[src/rtl/pe_tap_sequencer.sv]
// Tap sequencer for one MAC processing element: pairs streamed pixels with banked coefficients.
// Optional TAP_STALL_CNT_EN adds a saturating stall_cycles counter of RUN cycles without s_valid.
//
//   state    | meaning
//   ---------+----------------------------------------------------------
//   ST_IDLE  | waiting for start; coefficient bank writable
//   ST_RUN   | accepting pixels, issuing taps to the PE

module pe_tap_sequencer #(
    parameter int PIXEL_WIDTH = 8,
    parameter int COEFF_WIDTH = 8,
    parameter int TAPS        = 9,
    parameter int CNT_WIDTH   = 4,
    parameter int WIN_WIDTH   = 16
) (
    input  logic                   clk,
    input  logic                   rst_n,
    input  logic                   coeff_wr_en,
    input  logic [CNT_WIDTH-1:0]   coeff_wr_addr,
    input  logic [COEFF_WIDTH-1:0] coeff_wr_data,
    input  logic                   start,
    input  logic [WIN_WIDTH-1:0]   num_windows,
    input  logic                   abort,
    input  logic                   s_valid,
    output logic                   s_ready,
    input  logic [PIXEL_WIDTH-1:0] s_pixel,
    output logic                   pe_enable,
    output logic                   pe_clear,
    output logic [PIXEL_WIDTH-1:0] pe_pixel,
    output logic [COEFF_WIDTH-1:0] pe_coeff,
    output logic                   result_valid,
    output logic                   busy,
`ifdef TAP_STALL_CNT_EN
    output logic [15:0]            stall_cycles,
`endif
    output logic                   done
);

    typedef enum logic {ST_IDLE, ST_RUN} state_t;

    localparam logic [CNT_WIDTH:0]   TAPS_EXT = (CNT_WIDTH+1)'(TAPS);
    localparam logic [CNT_WIDTH-1:0] TAP_LAST = CNT_WIDTH'(TAPS - 1);

    state_t                   state_q, state_d;
    logic [CNT_WIDTH-1:0]     tap_q, tap_d;
    logic [WIN_WIDTH-1:0]     win_left_q, win_left_d;
    logic [COEFF_WIDTH-1:0]   coeff_q [TAPS];
    logic                     coeff_we;

    logic                     pe_enable_q, pe_enable_d;
    logic                     pe_clear_q, pe_clear_d;
    logic [PIXEL_WIDTH-1:0]   pe_pixel_q, pe_pixel_d;
    logic [COEFF_WIDTH-1:0]   pe_coeff_q, pe_coeff_d;
    // win_end/run_end mark the cycle the PE receives a window's last tap
    logic                     win_end_q, win_end_d;
    logic                     run_end_q, run_end_d;
    logic                     result_valid_q;
    logic                     done_q, done_d;

    assign coeff_we = (state_q == ST_IDLE) && coeff_wr_en && ({1'b0, coeff_wr_addr} < TAPS_EXT);

    always_ff @(posedge clk or negedge rst_n) begin
        if (!rst_n) begin
            for (int i = 0; i < TAPS; i++) begin
                coeff_q[i] <= '0;
            end
        end else if (coeff_we) begin
            coeff_q[coeff_wr_addr] <= coeff_wr_data;
        end
    end

    always_comb begin
        state_d     = state_q;
        tap_d       = tap_q;
        win_left_d  = win_left_q;
        pe_enable_d = 1'b0;
        pe_clear_d  = 1'b0;
        pe_pixel_d  = pe_pixel_q;
        pe_coeff_d  = pe_coeff_q;
        win_end_d   = 1'b0;
        run_end_d   = 1'b0;
        done_d      = run_end_q;
        case (state_q)
            ST_IDLE: begin
                if (start) begin
                    if (num_windows != '0) begin
                        state_d    = ST_RUN;
                        win_left_d = num_windows;
                        tap_d      = '0;
                    end else begin
                        done_d = 1'b1;
                    end
                end
            end
            ST_RUN: begin
                if (abort) begin
                    state_d    = ST_IDLE;
                    tap_d      = '0;
                    win_left_d = '0;
                end else if (s_valid) begin
                    pe_enable_d = 1'b1;
                    pe_clear_d  = (tap_q == '0);
                    pe_pixel_d  = s_pixel;
                    pe_coeff_d  = coeff_q[tap_q];
                    if (tap_q == TAP_LAST) begin
                        tap_d      = '0;
                        win_left_d = win_left_q - 1'b1;
                        win_end_d  = 1'b1;
                        if (win_left_q == WIN_WIDTH'(1)) begin
                            run_end_d = 1'b1;
                            state_d   = ST_IDLE;
                        end
                    end else begin
                        tap_d = tap_q + 1'b1;
                    end
                end
            end
            default: state_d = ST_IDLE;
        endcase
    end

    always_ff @(posedge clk or negedge rst_n) begin
        if (!rst_n) begin
            state_q        <= ST_IDLE;
            tap_q          <= '0;
            win_left_q     <= '0;
            pe_enable_q    <= 1'b0;
            pe_clear_q     <= 1'b0;
            pe_pixel_q     <= '0;
            pe_coeff_q     <= '0;
            win_end_q      <= 1'b0;
            run_end_q      <= 1'b0;
            result_valid_q <= 1'b0;
            done_q         <= 1'b0;
        end else begin
            state_q        <= state_d;
            tap_q          <= tap_d;
            win_left_q     <= win_left_d;
            pe_enable_q    <= pe_enable_d;
            pe_clear_q     <= pe_clear_d;
            pe_pixel_q     <= pe_pixel_d;
            pe_coeff_q     <= pe_coeff_d;
            win_end_q      <= win_end_d;
            run_end_q      <= run_end_d;
            result_valid_q <= win_end_q;
            done_q         <= done_d;
        end
    end

`ifdef TAP_STALL_CNT_EN
    logic [15:0] stall_q;

    always_ff @(posedge clk or negedge rst_n) begin
        if (!rst_n) begin
            stall_q <= '0;
        end else if ((state_q == ST_IDLE) && start) begin
            stall_q <= '0;
        end else if ((state_q == ST_RUN) && !s_valid && (stall_q != 16'hFFFF)) begin
            stall_q <= stall_q + 1'b1;
        end
    end

    assign stall_cycles = stall_q;
`endif

    assign s_ready      = (state_q == ST_RUN) && !abort;
    assign busy         = (state_q == ST_RUN);
    assign pe_enable    = pe_enable_q;
    assign pe_clear     = pe_clear_q;
    assign pe_pixel     = pe_pixel_q;
    assign pe_coeff     = pe_coeff_q;
    assign result_valid = result_valid_q;
    assign done         = done_q;

endmodule

[config.mk]
export PLATFORM = sky130hd
export DESIGN_NAME = pe_tap_sequencer
export DESIGN_NICKNAME = d
export VERILOG_FILES = /design/src/rtl/pe_tap_sequencer.sv
export SDC_FILE = /design/constraint.sdc
export NUM_CORES = 1
export LEC_CHECK = 0
export BUFFER_PORTS_ARGS = -buffer_cell sky130_fd_sc_hd__buf_2
export CAP_MARGIN = 10
export CORE_MARGIN = 1
export CORE_UTILIZATION = 60
export CTS_BUF_LIST = sky130_fd_sc_hd__clkbuf_4 sky130_fd_sc_hd__clkbuf_8
export DETAILED_ROUTE_END_ITERATION = 12
export PLACE_DENSITY = 0.82
export SLEW_MARGIN = 20
export SYNTH_ARGS = -nofsm -noshare
export SYNTH_HDL_FRONTEND = slang
export SYNTH_SLANG_ARGS = --single-unit
[constraint.sdc]
create_clock -name clk -period 2.8 [get_ports clk]
set_input_delay 0.14 -clock clk [delete_from_list [all_inputs] [get_ports clk]]
set_output_delay 0.14 -clock clk [all_outputs]
set_load 0.03 [all_outputs]
# ---- Word level (Yosys, flattened, before mapping)
# Cells that the tools add are included.
# W data, S select, Z words.
dict set report word_totals {
  regBits 115
  input_bits 42
  out_inout_bits 22
  elab_cells 89
}
dict set report op_classes {
  n_addsub 2
  n_lt_le_gt_ge 4
  n_eq_ne 6
  n_mux 43
  bitwise_logic 4
  reduce_logical 10
}
# operator n
set op_table {}
lappend op_table {{$mux W16} 5}
lappend op_table {{$bwmux W72} 1}
lappend op_table {{$bmux W8 S4} 1}
lappend op_table {{$demux W8 S4} 1}
lappend op_table {{$pmux W16 S2} 1}
lappend op_table {{$mux W1} 24}
lappend op_table {{$mux W8} 3}
lappend op_table {{$mux W4} 5}
lappend op_table {{$eq A16 B1 Y1 const B} 1}
lappend op_table {{$reduce_bool A16 Y1} 1}
lappend op_table {{$sub A16 B1 Y16 const B} 1}
lappend op_table {{$ge A5 B5 Y1 const B} 2}
lappend op_table {{$not A4 Y5} 2}
lappend op_table {{$pmux W4 S2} 1}
lappend op_table {{$reduce_and A3 Y1} 2}
lappend op_table {{$lt A5 B1 Y1 const B} 1}
lappend op_table {{$add A4 B1 Y4 const B} 1}
lappend op_table {{$eq A4 B4 Y1 const B} 1}
lappend op_table {{$logic_and A1 B1 Y1} 4}
lappend op_table {{$logic_not A4 Y1} 1}
lappend op_table {{$lt A4 B4 Y1 const B} 1}
lappend op_table {{$reduce_and A4 Y1} 1}
lappend op_table {{$ne A3 B2 Y1 const B} 1}
lappend op_table {{$ne A3 B3 Y1 const B} 1}
lappend op_table {{5 further kinds} 6}

# ---- Depth between registers and ports, before layout
dict set report logic_depth {
  ltp_word 6
  mapped_depth 9
  depth_no_buf 6
}

# ---- Least setup slack after synthesis
# OpenSTA, ideal clock, no wires.
dict set report synth_path {
  path_kind {reg-to-reg}
  from {register tap_q[1]}
  to {register win_left_q[15]}
  setup_ns 0.126
  t_arrival_ns 2.158
  t_required_ns 2.674
  setup_slack_ns 0.516
  path_stages_with_launch 10
  path_buffers 3
  synth_period_minus_slack_ns 2.284
  path_cell_list {dfrtp_1 buf_2 buf_1 inv_1 ha_1 and3b_1 clkbuf_1 nor2_1 o21ai_1 a221o_1}
}
dict set report synth_via {
  elab_chain_len 3
}
# item line
set synth_rtl {}
lappend synth_rtl {{start: declaration} 45} ;# logic [CNT_WIDTH-1:0] tap_q, tap_d;
lappend synth_rtl {{start signal: assignment} 137} ;# tap_q <= tap_d;
lappend synth_rtl {{$eq A4 B4 Y1} 105} ;# if (tap_q == TAP_LAST) begin
lappend synth_rtl {{$ne A3 B2 Y1 (no line)} --}
lappend synth_rtl {{$reduce_and A4 Y1 (no line)} --}
lappend synth_rtl {{end signal: assignment} 138} ;# win_left_q <= win_left_d;
lappend synth_rtl {{end: declaration} 46} ;# logic [WIN_WIDTH-1:0] win_left_q, win_left_d;
# Every way passes these cells.
# A chain may end at the register's enable or synchronous reset.

# ---- Final worst setup path
dict set report layout_path {
  from {register tap_q[3]}
  to {register win_left_q[15]}
}
# The elaborated chain is that of the path after synthesis.

==> metrics.txt <==
PortBufs 63; CTS tree built; synth top area cells dfrtp_1 52%, mux2_2 15%, mux4_2 6.5%; Final Hold Fails 0; CTS clk-pin slew, worst paths 0.07 ns; Yosys top cell by area dfrtp_1; Worst setup SP type register; Avg WL per Cell 20.2 µm; outcome finished, violations left; initial antenna violation count 0; fin crit share 0.767; register bit total from synthesis 115; Post-Route Setup TNS 0 ns; Rows 34; Worst Setup End Kind register; M1 GR Usage 0.358; RSZ-0062 raised after global routing false; share of the synthesized area in the top cell type 0.522; global-route wire length before repair around 21000 µm; All-Layer GR Usage 0.291; slew margin rel. 0.366; # nets final 562; Die Height approximately 98 µm; Clock Latency Late Sink 0.44 ns; First-pass DRT Iterations 9; gr busiest metal met2; fin util 0.730; clk root buf clkbuf_8; Num CTS Buffers 17; non-filler cells, final between 600 and 700; # setup viols final 0; Ports 64; total grt overflow 0; CP required about 3.1 ns; Initial Util 0.626; DIE AREA 9570 µm²; detailed-route DRC error count 18; H-tree depth 4; Post-synth ARST share 1.00; dpl hpwl 8500 µm; worst hold path class primary input to register; yosys warns 0; Inst Count DP 596; global-route met3 utilization 0.0787; met2 GRT Util 0.489; routability cong. 0.868; Leak Pwr 2.91 nW; Setup CP Type register to register; clock sinks 115; Worst Tran Pin Value 0.938 ns; antenna cells 0; syn nets 486; cts repair resizes 0; post-route clock skew 0.0117 ns; post-synthesis area per instance approximately 13 µm²; First DRT Iteration DRCs 272; clk buf depth 2; Routed Antenna Nets 0; vias in the first global route 4196; vias after detailed routing 4027; Routed WL 12900 µm; Peak VDD IR 0.576 mV; register area share after synthesis 0.522; most frequent cells in the layout 115 x dfrtp_1, 72 x mux2_2, 62 x buf_2; DR vias/cell roughly 6.3; overall power roughly 0.0054 W; synthesized area 5510 µm²; cell area power density between 800 and 900 nW/µm²; commonest non-fill, non-tap cell in the layout dfrtp_1; worst-path maximum fanout 16; Layout area overhead 16.6%; Worst EP arrival about 2.5 ns; Core Region 8810 µm²; layout cells sized above 1 0.386; Max Freq roughly 470 MHz; Pins Over Slew Limit 0; cells after synthesis 440; maximum number of pins on one net before global-route repair 67; Post-synth EDFFs 0; prevailing post-synth register cell dfrtp_1; post-synthesis cell type count 60; Max Cap Viol 0; Final min period about 2.1 ns; die width 97.8 µm; failing checks design-rule violations
-- state kept, by name, indices dropped and copies added (netlist names) --
name,flops
result_valid,1
win_end_q,1
pe_pixel,8
coeff_q,72
pe_coeff,8
win_left_q,16
tap_q,4
run_end_q,1
busy,1
pe_enable,1
done,1
pe_clear,1
-- through the flow --
| step | worst slack (ns) | hold WS (ns) | instance area (µm²) |
|---|---|---|---|
| floorplan | 0.516 | -0.156 | 5510 |
| global placement | 0.456 | 0.208 | 5920 |
| detailed placement | 0.363 | 0.209 | 5920 |
| CTS | 0.665 | 0.00242 | 6420 |
| global route | 0.455 | 0.0310 | 6420 |
| finish | 0.654 | 0.0208 | 6420 |
-- area by class of cell --
cell class              count  area (µm²)
multi-input cells         292        2470
clock buffers              18         241
fillers                   564        2380
clock inverters            14         176
inverters                   9        33.8
repair buffers             81         488
well taps                 108         135
flip-flops and latches    115        2880
-- worst max-delay path, stage by stage, from the launching register on --
cell,delay [ns]
dfrtp_1,0.67
nand3b_1,0.20
a21oi_2,0.63
o22ai_1,0.15
a221o_1,0.38
-- synth_stat cells, types with 2 or more instances --
cell,number
and3_1,2
buf_2,8
a2bb2oi_1,8
a221o_1,2
buf_6,3
nand2_1,34
nand3_1,7
buf_1,2
a22oi_1,3
or4_4,3
and2_1,2
o32ai_1,3
ha_1,4
a21oi_1,16
o22ai_1,10
o2bb2ai_1,7
o21ai_0,8
mux2i_1,9
nor3_1,12
nand2b_1,3
nor2b_1,5
a22o_1,4
nor2_1,20
nor4_1,12
inv_1,7
nand4_1,2
mux4_2,16
a211oi_1,2
or2_1,2
mux2_2,72
dfrtp_1,115
clkbuf_1,9
-- where the power goes --
| group | switching [W] | internal, W | total [W] | leakage, nW |
|---|---|---|---|---|
| Clock | 0.000726 | 0.000902 | 0.00163 | 0.208 |
| Sequential | 0.000262 | 0.00207 | 0.00233 | 1.46 |
| Combinational | 0.000753 | 0.000663 | 0.00142 | 1.25 |
| Total | 0.00174 | 0.00363 | 0.00537 | 2.91 |
-- kinds of logic after synthesis --
kind of cell,synth area share
AND/OR/NAND/NOR,0.117
flip-flops,0.522
multiplexers,0.229
AO/OA/AOI/OAI,0.0935
buffers and inverters,0.0293
adder cells (fa/ha/maj),0.00908
-- path summary, 6_finish.rpt --
check | endpoint | slack [ns] | startpoint | depth (start not counted)
worst max-delay path | win_left_q[15] | 0.65 | tap_q[3] | 4
worst min-delay path | win_left_q[8] | 0.02 | num_windows[8] | 3
worst max register to register | win_left_q[15] | 0.65 | tap_q[3] | 4
worst min register to register | result_valid | 0.35 | win_end_q | 0
max in group asynchronous | coeff_q[54] | 1.76 | rst_n | 3
min in group asynchronous | win_left_q[8] | 0.26 | rst_n | 2
-- per-layer routing --
metal / wire length (µm) / up-vias
li1: - / 1810
met1: 5150 / 2030
met2: 6540 / 165
met3: 947 / 22
met4: 215 / 0
met5: 0 / -
-- timing repair --
item                      4_1_cts  5_1_grt
setup buffers                   0        0
hold endpoints to repair       57        0
hold buffers                    9        0
Power figures use the tool's default switching activity.
